==> src/rtl/pipe_stim_seq.sv <==
// Scripted reset/interrupt sequencer for the pipelined CPU: a timed reset pulse,
// then playback of up to DEPTH interrupt patterns, each held for a duration or until acked.
module pipe_stim_seq #(
  parameter int N_IRQ       = 2,
  parameter int ARG_W       = 6,
  parameter int ARG_DEFAULT = 60,
  parameter int DEPTH       = 8,
  parameter int DUR_W       = 16,
  parameter int RST_CYC     = 25,
  parameter int AW          = $clog2(DEPTH)
) (
  input  logic             clk_gl_i,
  input  logic             rst_i,
  input  logic             start_i,
  input  logic             abort_i,
  input  logic             mode_i,
  input  logic             loop_en_i,
  input  logic [AW:0]      n_steps_i,
  input  logic             wr_en_i,
  input  logic [AW-1:0]    wr_addr_i,
  input  logic [N_IRQ-1:0] wr_irq_i,
  input  logic [DUR_W-1:0] wr_dur_i,
  input  logic             arg_we_i,
  input  logic [ARG_W-1:0] arg_in_i,
  input  logic [N_IRQ-1:0] irq_ack_i,
  output logic             cpu_rst_o,
  output logic [N_IRQ-1:0] interrupt_o,
  output logic [ARG_W-1:0] arguments_o,
  output logic             busy_o,
  output logic             done_o,
  output logic [AW-1:0]    step_idx_o
);

  localparam int CW = $clog2(RST_CYC + 1);

  typedef enum logic [1:0] {IDLE, RESET, RUN, DONE} state_t;

  state_t             state_q, state_d;
  logic               mode_q, mode_d;
  logic               loop_q, loop_d;
  logic [AW:0]        nsteps_q, nsteps_d;
  logic [CW-1:0]      rstCnt_q, rstCnt_d;
  logic [AW-1:0]      stepIdx_q, stepIdx_d;
  logic [DUR_W-1:0]   durCnt_q, durCnt_d;
  logic [N_IRQ-1:0]   irq_q, irq_d;
  logic               cpuRst_q, cpuRst_d;
  logic               busy_q, busy_d;
  logic               done_q, done_d;
  logic [ARG_W-1:0]   args_q;

  logic [N_IRQ-1:0]   memIrq [DEPTH];
  logic [DUR_W-1:0]   memDur [DEPTH];

  logic [N_IRQ-1:0]   maskNext;
  logic               timedOut, lastStep, stepEnd;
  logic [AW-1:0]      loadIdx;
  logic [N_IRQ-1:0]   entryIrq;
  logic [DUR_W-1:0]   entryDur, loadDur;

  // Script RAM has no reset; the busy guard keeps it stable during playback.
  always_ff @(posedge clk_gl_i) begin
    if (wr_en_i && !busy_q) begin
      memIrq[wr_addr_i] <= wr_irq_i;
      memDur[wr_addr_i] <= wr_dur_i;
    end
  end

  // The entry loaded at a step boundary is prefetched so steps run back-to-back;
  // durCnt of 0 only occurs in ack mode and means "no timeout".
  always_comb begin
    maskNext = irq_q & ~irq_ack_i;
    timedOut = (durCnt_q == DUR_W'(1));
    lastStep = ({1'b0, stepIdx_q} == nsteps_q - (AW+1)'(1));
    stepEnd  = mode_q ? (timedOut || (maskNext == '0)) : timedOut;
    loadIdx  = (state_q == RUN && !lastStep) ? stepIdx_q + AW'(1) : '0;
    entryIrq = memIrq[loadIdx];
    entryDur = memDur[loadIdx];
    loadDur  = (mode_q || entryDur != '0) ? entryDur : DUR_W'(1);
  end

  always_comb begin
    state_d   = state_q;
    mode_d    = mode_q;
    loop_d    = loop_q;
    nsteps_d  = nsteps_q;
    rstCnt_d  = rstCnt_q;
    stepIdx_d = stepIdx_q;
    durCnt_d  = durCnt_q;
    irq_d     = irq_q;
    case (state_q)
      IDLE, DONE: begin
        if (start_i) begin
          mode_d    = mode_i;
          loop_d    = loop_en_i;
          nsteps_d  = n_steps_i;
          rstCnt_d  = CW'(RST_CYC);
          stepIdx_d = '0;
          irq_d     = '0;
          state_d   = RESET;
        end
      end
      RESET: begin
        rstCnt_d = rstCnt_q - CW'(1);
        if (rstCnt_q == CW'(1)) begin
          if (nsteps_q == '0) begin
            state_d = DONE;
          end else begin
            state_d   = RUN;
            stepIdx_d = '0;
            irq_d     = entryIrq;
            durCnt_d  = loadDur;
          end
        end
      end
      RUN: begin
        if (mode_q) irq_d = maskNext;
        if (durCnt_q != '0) durCnt_d = durCnt_q - DUR_W'(1);
        if (stepEnd) begin
          if (lastStep && !loop_q) begin
            state_d = DONE;
            irq_d   = '0;
          end else begin
            stepIdx_d = loadIdx;
            irq_d     = entryIrq;
            durCnt_d  = loadDur;
          end
        end
      end
      default: state_d = IDLE;
    endcase
    if (abort_i) begin
      state_d   = IDLE;
      irq_d     = '0;
      stepIdx_d = '0;
    end
    cpuRst_d = (state_d == RESET);
    busy_d   = (state_d == RESET) || (state_d == RUN);
    done_d   = (state_d == DONE);
  end

  always_ff @(posedge clk_gl_i) begin
    if (rst_i) begin
      state_q   <= IDLE;
      mode_q    <= 1'b0;
      loop_q    <= 1'b0;
      nsteps_q  <= '0;
      rstCnt_q  <= '0;
      stepIdx_q <= '0;
      durCnt_q  <= '0;
      irq_q     <= '0;
      cpuRst_q  <= 1'b0;
      busy_q    <= 1'b0;
      done_q    <= 1'b0;
      args_q    <= ARG_W'(ARG_DEFAULT);
    end else begin
      state_q   <= state_d;
      mode_q    <= mode_d;
      loop_q    <= loop_d;
      nsteps_q  <= nsteps_d;
      rstCnt_q  <= rstCnt_d;
      stepIdx_q <= stepIdx_d;
      durCnt_q  <= durCnt_d;
      irq_q     <= irq_d;
      cpuRst_q  <= cpuRst_d;
      busy_q    <= busy_d;
      done_q    <= done_d;
      if (arg_we_i) args_q <= arg_in_i;
    end
  end

  assign cpu_rst_o   = cpuRst_q;
  assign interrupt_o = irq_q;
  assign arguments_o = args_q;
  assign busy_o      = busy_q;
  assign done_o      = done_q;
  assign step_idx_o  = stepIdx_q;

endmodule

==> config.mk <==
export PLATFORM = sky130hd
export DESIGN_NAME = pipe_stim_seq
export DESIGN_NICKNAME = d
export VERILOG_FILES = /design/src/rtl/pipe_stim_seq.sv
export SDC_FILE = /design/constraint.sdc
export NUM_CORES = 1
export LEC_CHECK = 0
export ABC_CLOCK_PERIOD_IN_PS = 2900
export CORE_ASPECT_RATIO = 0.5
export CORE_MARGIN = 1.5
export CORE_UTILIZATION = 50
export CTS_CLUSTER_DIAMETER = 40
export DETAILED_ROUTE_END_ITERATION = 8
export PLACE_DENSITY = 0.72
export SYNTH_ARGS = -nofsm -noshare
export SYNTH_HDL_FRONTEND = slang
export SYNTH_SLANG_ARGS = --single-unit
==> constraint.sdc <==
create_clock -name clk_gl_i -period 2.9 [get_ports clk_gl_i]
set_input_delay 0.29 -clock clk_gl_i [delete_from_list [all_inputs] [get_ports clk_gl_i]]
set_output_delay 0.29 -clock clk_gl_i [all_outputs]
set_load 0.005 [all_outputs]
==> metrics.csv <==
stage,metric,value,unit
clock_tree,clk_pin_slew_worst_paths,0.08,ns
floorplan,die_w,186,um
timing,postLayoutSetupSlackWorst,-0.0350,ns
floorplan,rows,33,
drt,drc,0,
worst_setup_path,cp_cell_sequence,inv_1 -> ha_4 -> xor2_2 -> or3b_4 -> a21oi_4 -> a21oi_2 -> a32o_2 -> or4_4 -> or4_4 -> o21ai_2,
pwr,p_per_area,565,nW/um^2
final_layout,fin_cells,1072,
drt,initialDrtViolationCount,634,
floorplan,start_util,0.512,
timing,holdWs,0.426,ns
worst_setup_path,cp-end-kind,flip-flop,
yosys,yosys_warnings,0,
worst_setup_path,cp-start-kind,flip-flop,
clock_tree,cts_root_buffer,clkbuf_16,
pwr,p_leak,3.57,nW
yosys,async_flop_share,0,
place,portBuffers,54,
worst_setup_path,path_common_cell,or4_4,
timing,hold_viol_final,0,
global_routing,overflow,0,
pwr,total_power,5.90,mW
clock_tree,ctsHoldBuffers,0,
worst_setup_path,critPathTopFamily,simple AND/OR/NAND/NOR gates,
final_layout,final_common_cell,edfxtp_1,
final_layout,fin_util,0.637,
timing,timing.final.crit_period,2.93,ns
place,pre_cts_ws,-0.129,ns
floorplan,die_height,94.6,um
clock_tree,cts_tree,done,
final_layout,area_growth,24.5,%
run,drv_cap,0,
drt,drt-pass1-iter-count,5,
floorplan,dieArea,17600,sq um
timing,fmax,341,MHz
global_routing,grt_max_degree,37,
drt,post_drt_wl_per_cell,21.1,um
global_routing,grt_pass1_vias,6106,
worst_setup_path,required,3.27,ns
timing,rsz0062_at_grt,yes,
worst_setup_path,cp_max_fo,6,
final_layout,nets,884,
drt,vias_per_cell,6.15,
timing,final-max-slew-violation-count,0,
place,dp_hpwl,15300,um
drt,ant_nets,0,
yosys,synth.distinct_cells,68,
final_layout,diodes,0,
timing,tns,-0.0350,ns
min_path,hold_class,in2reg,
pwr,ir_worst_vdd,0.000415,V
place,globalplace.congestion,0.959,
drt,drt-total-wl,22700,um
outcome,violations,setup timing,
global_routing,antenna_found_initial,0,
yosys,syn_area,8390,sq um
pwr,internal_power,4.43,mW
yosys,synthFlopType,edfxtp_1,
clock_tree,clkLatencyLatePin,0.44,ns
final_layout,layout-drive-gt1-share,0.199,
final_layout,stdcell_area,10400,sq um
yosys,syn_inst,721,
yosys,ys_ff_latch,187,
final_layout,fillers,1208,
timing,period_share,1.01,
timing,timing_worst_slew_pin_value,0.481,ns
clock_tree,cts_max_level,4,
place,dp_cells,1037,
timing,finalClockSkew,0.0110,ns
worst_setup_path,arrival,3.30,ns
drt,vias,6590,
yosys,synth_edf_count,144,
clock_tree,cts_buffer_depth,2,
worst_setup_path,critical_path_buf_inv_count,1,
worst_setup_path,slowest_stage,or4_4,
timing,slew_headroom,0.675,
clock_tree,cts_made_buffers,17,
final_layout,final_cell_mix,"144 x edfxtp_1, 76 x buf_4, 65 x o21ai_0, 54 x clkdlybuf4s50_1, 51 x nand2_1",
worst_setup_path,slowest_delay,0.55,ns
floorplan,core,16400,sq um
yosys,seq_area_frac_synth,0.618,
pwr,switching_share,0.250,
global_routing,gr-usage-all-layers,0.265,
yosys,syn_nets,773,
pwr,p_switching,1.47,mW
floorplan,io_pins,55,
worst_setup_path,crit_type,reg2reg,
place,placed_area,9670,sq um
pwr,p_clk_frac,0.410,
timing,setup_viol,1,
global_routing,grt_pass1_wl,34300,um
clock_tree,clock-sinks,187,
pwr,pwr-share-seq,0.507,
pwr,combPwrFrac,0.083,
outcome,outcome,"finished, violations left",
yosys,syn_area_per_cell,11.6,sq um
cell usage after synthesis, types with 3 or more instances:
| library cell | number | share of area |
|---|---|---|
| o211ai_1 | 4 | 0.0036 |
| nand2_1 | 55 | 0.025 |
| xor2_1 | 4 | 0.0042 |
| or4_1 | 5 | 0.0045 |
| inv_1 | 18 | 0.0081 |
| or2_2 | 3 | 0.0022 |
| a221o_1 | 3 | 0.0036 |
| a32o_1 | 3 | 0.0036 |
| and2_1 | 6 | 0.0045 |
| a311oi_1 | 5 | 0.0052 |
| o22ai_1 | 8 | 0.0060 |
| o221ai_1 | 7 | 0.0073 |
| clkbuf_1 | 32 | 0.014 |
| a32oi_1 | 3 | 0.0031 |
| nand2b_1 | 5 | 0.0037 |
| nor3_1 | 15 | 0.0089 |
| nor4b_1 | 3 | 0.0031 |
| a22o_1 | 4 | 0.0042 |
| a22oi_1 | 7 | 0.0063 |
| buf_2 | 6 | 0.0036 |
| o21ai_0 | 66 | 0.039 |
| a211oi_1 | 13 | 0.012 |
| ha_1 | 11 | 0.016 |
| a31oi_1 | 6 | 0.0045 |
| a211o_1 | 6 | 0.0063 |
| nor2_1 | 53 | 0.024 |
| or3_1 | 4 | 0.0030 |
| dfxtp_1 | 43 | 0.10 |
| nor4_1 | 8 | 0.0060 |
| a21o_1 | 4 | 0.0036 |
| and3_1 | 5 | 0.0037 |
| nor2b_1 | 15 | 0.011 |
| mux2i_1 | 24 | 0.029 |
| o311ai_0 | 3 | 0.0031 |
| mux2_2 | 8 | 0.011 |
| a221oi_1 | 3 | 0.0031 |
| o2bb2ai_1 | 3 | 0.0031 |
| edfxtp_1 | 144 | 0.52 |
| a21oi_1 | 45 | 0.027 |
| nand3_1 | 23 | 0.014 |
cell families after synthesis:
kind of cell,count (synthesis),share of synthesized area
AO/OA/AOI/OAI,213,0.166
XOR/XNOR,5,0.00522
adder cells (fa/ha/maj),11,0.0164
buffers and inverters,61,0.0300
flip-flops,187,0.618
multiplexers,32,0.0394
AND/OR/NAND/NOR,212,0.125
power by group through the flow:
stage | Clock (mW) | Sequential [mW] | Combinational [mW]
2_1_floorplan | 0 | 3.04 | 0.252
3_3_place_gp | 0 | 3.05 | 0.459
3_5_place_dp | 0 | 3.05 | 0.469
4_1_cts | 2.44 | 2.99 | 0.477
5_1_grt | 2.57 | 3.00 | 0.537
6_report | 2.42 | 2.99 | 0.491
sequential cells by signal, indices dropped and copies added, names as in the netlist:
signal / cells
step_idx_o: 3
memIrq: 16
arguments_o: 6
interrupt_o: 2
rstCnt_q: 5
memDur: 128
mode_q: 1
done_o: 1
durCnt_q: 16
cpu_rst_o: 1
busy_o: 1
nsteps_q: 4
state_q: 2
loop_q: 1
timing repair:
action	4_1_cts	5_1_grt
gates resized for setup	15	20
pin swaps	3	7
endpoints found under the setup margin	2	6
buffers inserted	1	2
per-layer routing:
metal,GRT usage,vias up,share of wire
li1,-,2979,-
met1,0.378,3196,0.44
met2,0.394,368,0.43
met3,0.0694,47,0.11
met4,0.0874,0,0.024
met5,0.0114,-,0
area by class of cell:
cell class / count / area [sq um] / area share
Clock buffer: 17 / 425 / 0.0407
Tap cell: 227 / 284 / 0.0272
Sequential cell: 187 / 5190 / 0.497
Multi-Input combinational cell: 473 / 3090 / 0.296
Timing Repair Buffer: 134 / 1170 / 0.112
Inverter: 19 / 71.3 / 0.00683
Clock inverter: 15 / 211 / 0.0202
worst reg2reg max path: cells and delay by family, from the launching register on:
kind | cells | cell delay [ns]
AO/OA/AOI/OAI | 4 | 0.67
XOR/XNOR | 1 | 0.15
adder cells (fa/ha/maj) | 1 | 0.17
buffers and inverters | 1 | 0.06
flip-flops | 1 | 0.35
AND/OR/NAND/NOR | 3 | 1.49
final timing paths:
check	startpoint	endpoint	slack, ns	depth (start not counted)
max	nsteps_q[1]$_SDFFE_PP0P_	durCnt_q[0]$_SDFFE_PP0P_	-0.03	10
min	n_steps_i[1]	nsteps_q[1]$_SDFFE_PP0P_	0.43	3
max reg2reg	nsteps_q[1]$_SDFFE_PP0P_	durCnt_q[0]$_SDFFE_PP0P_	-0.03	10
min reg2reg	durCnt_q[12]$_SDFFE_PP0P_	durCnt_q[12]$_SDFFE_PP0P_	0.48	2
Power figures use the tool's default switching activity.
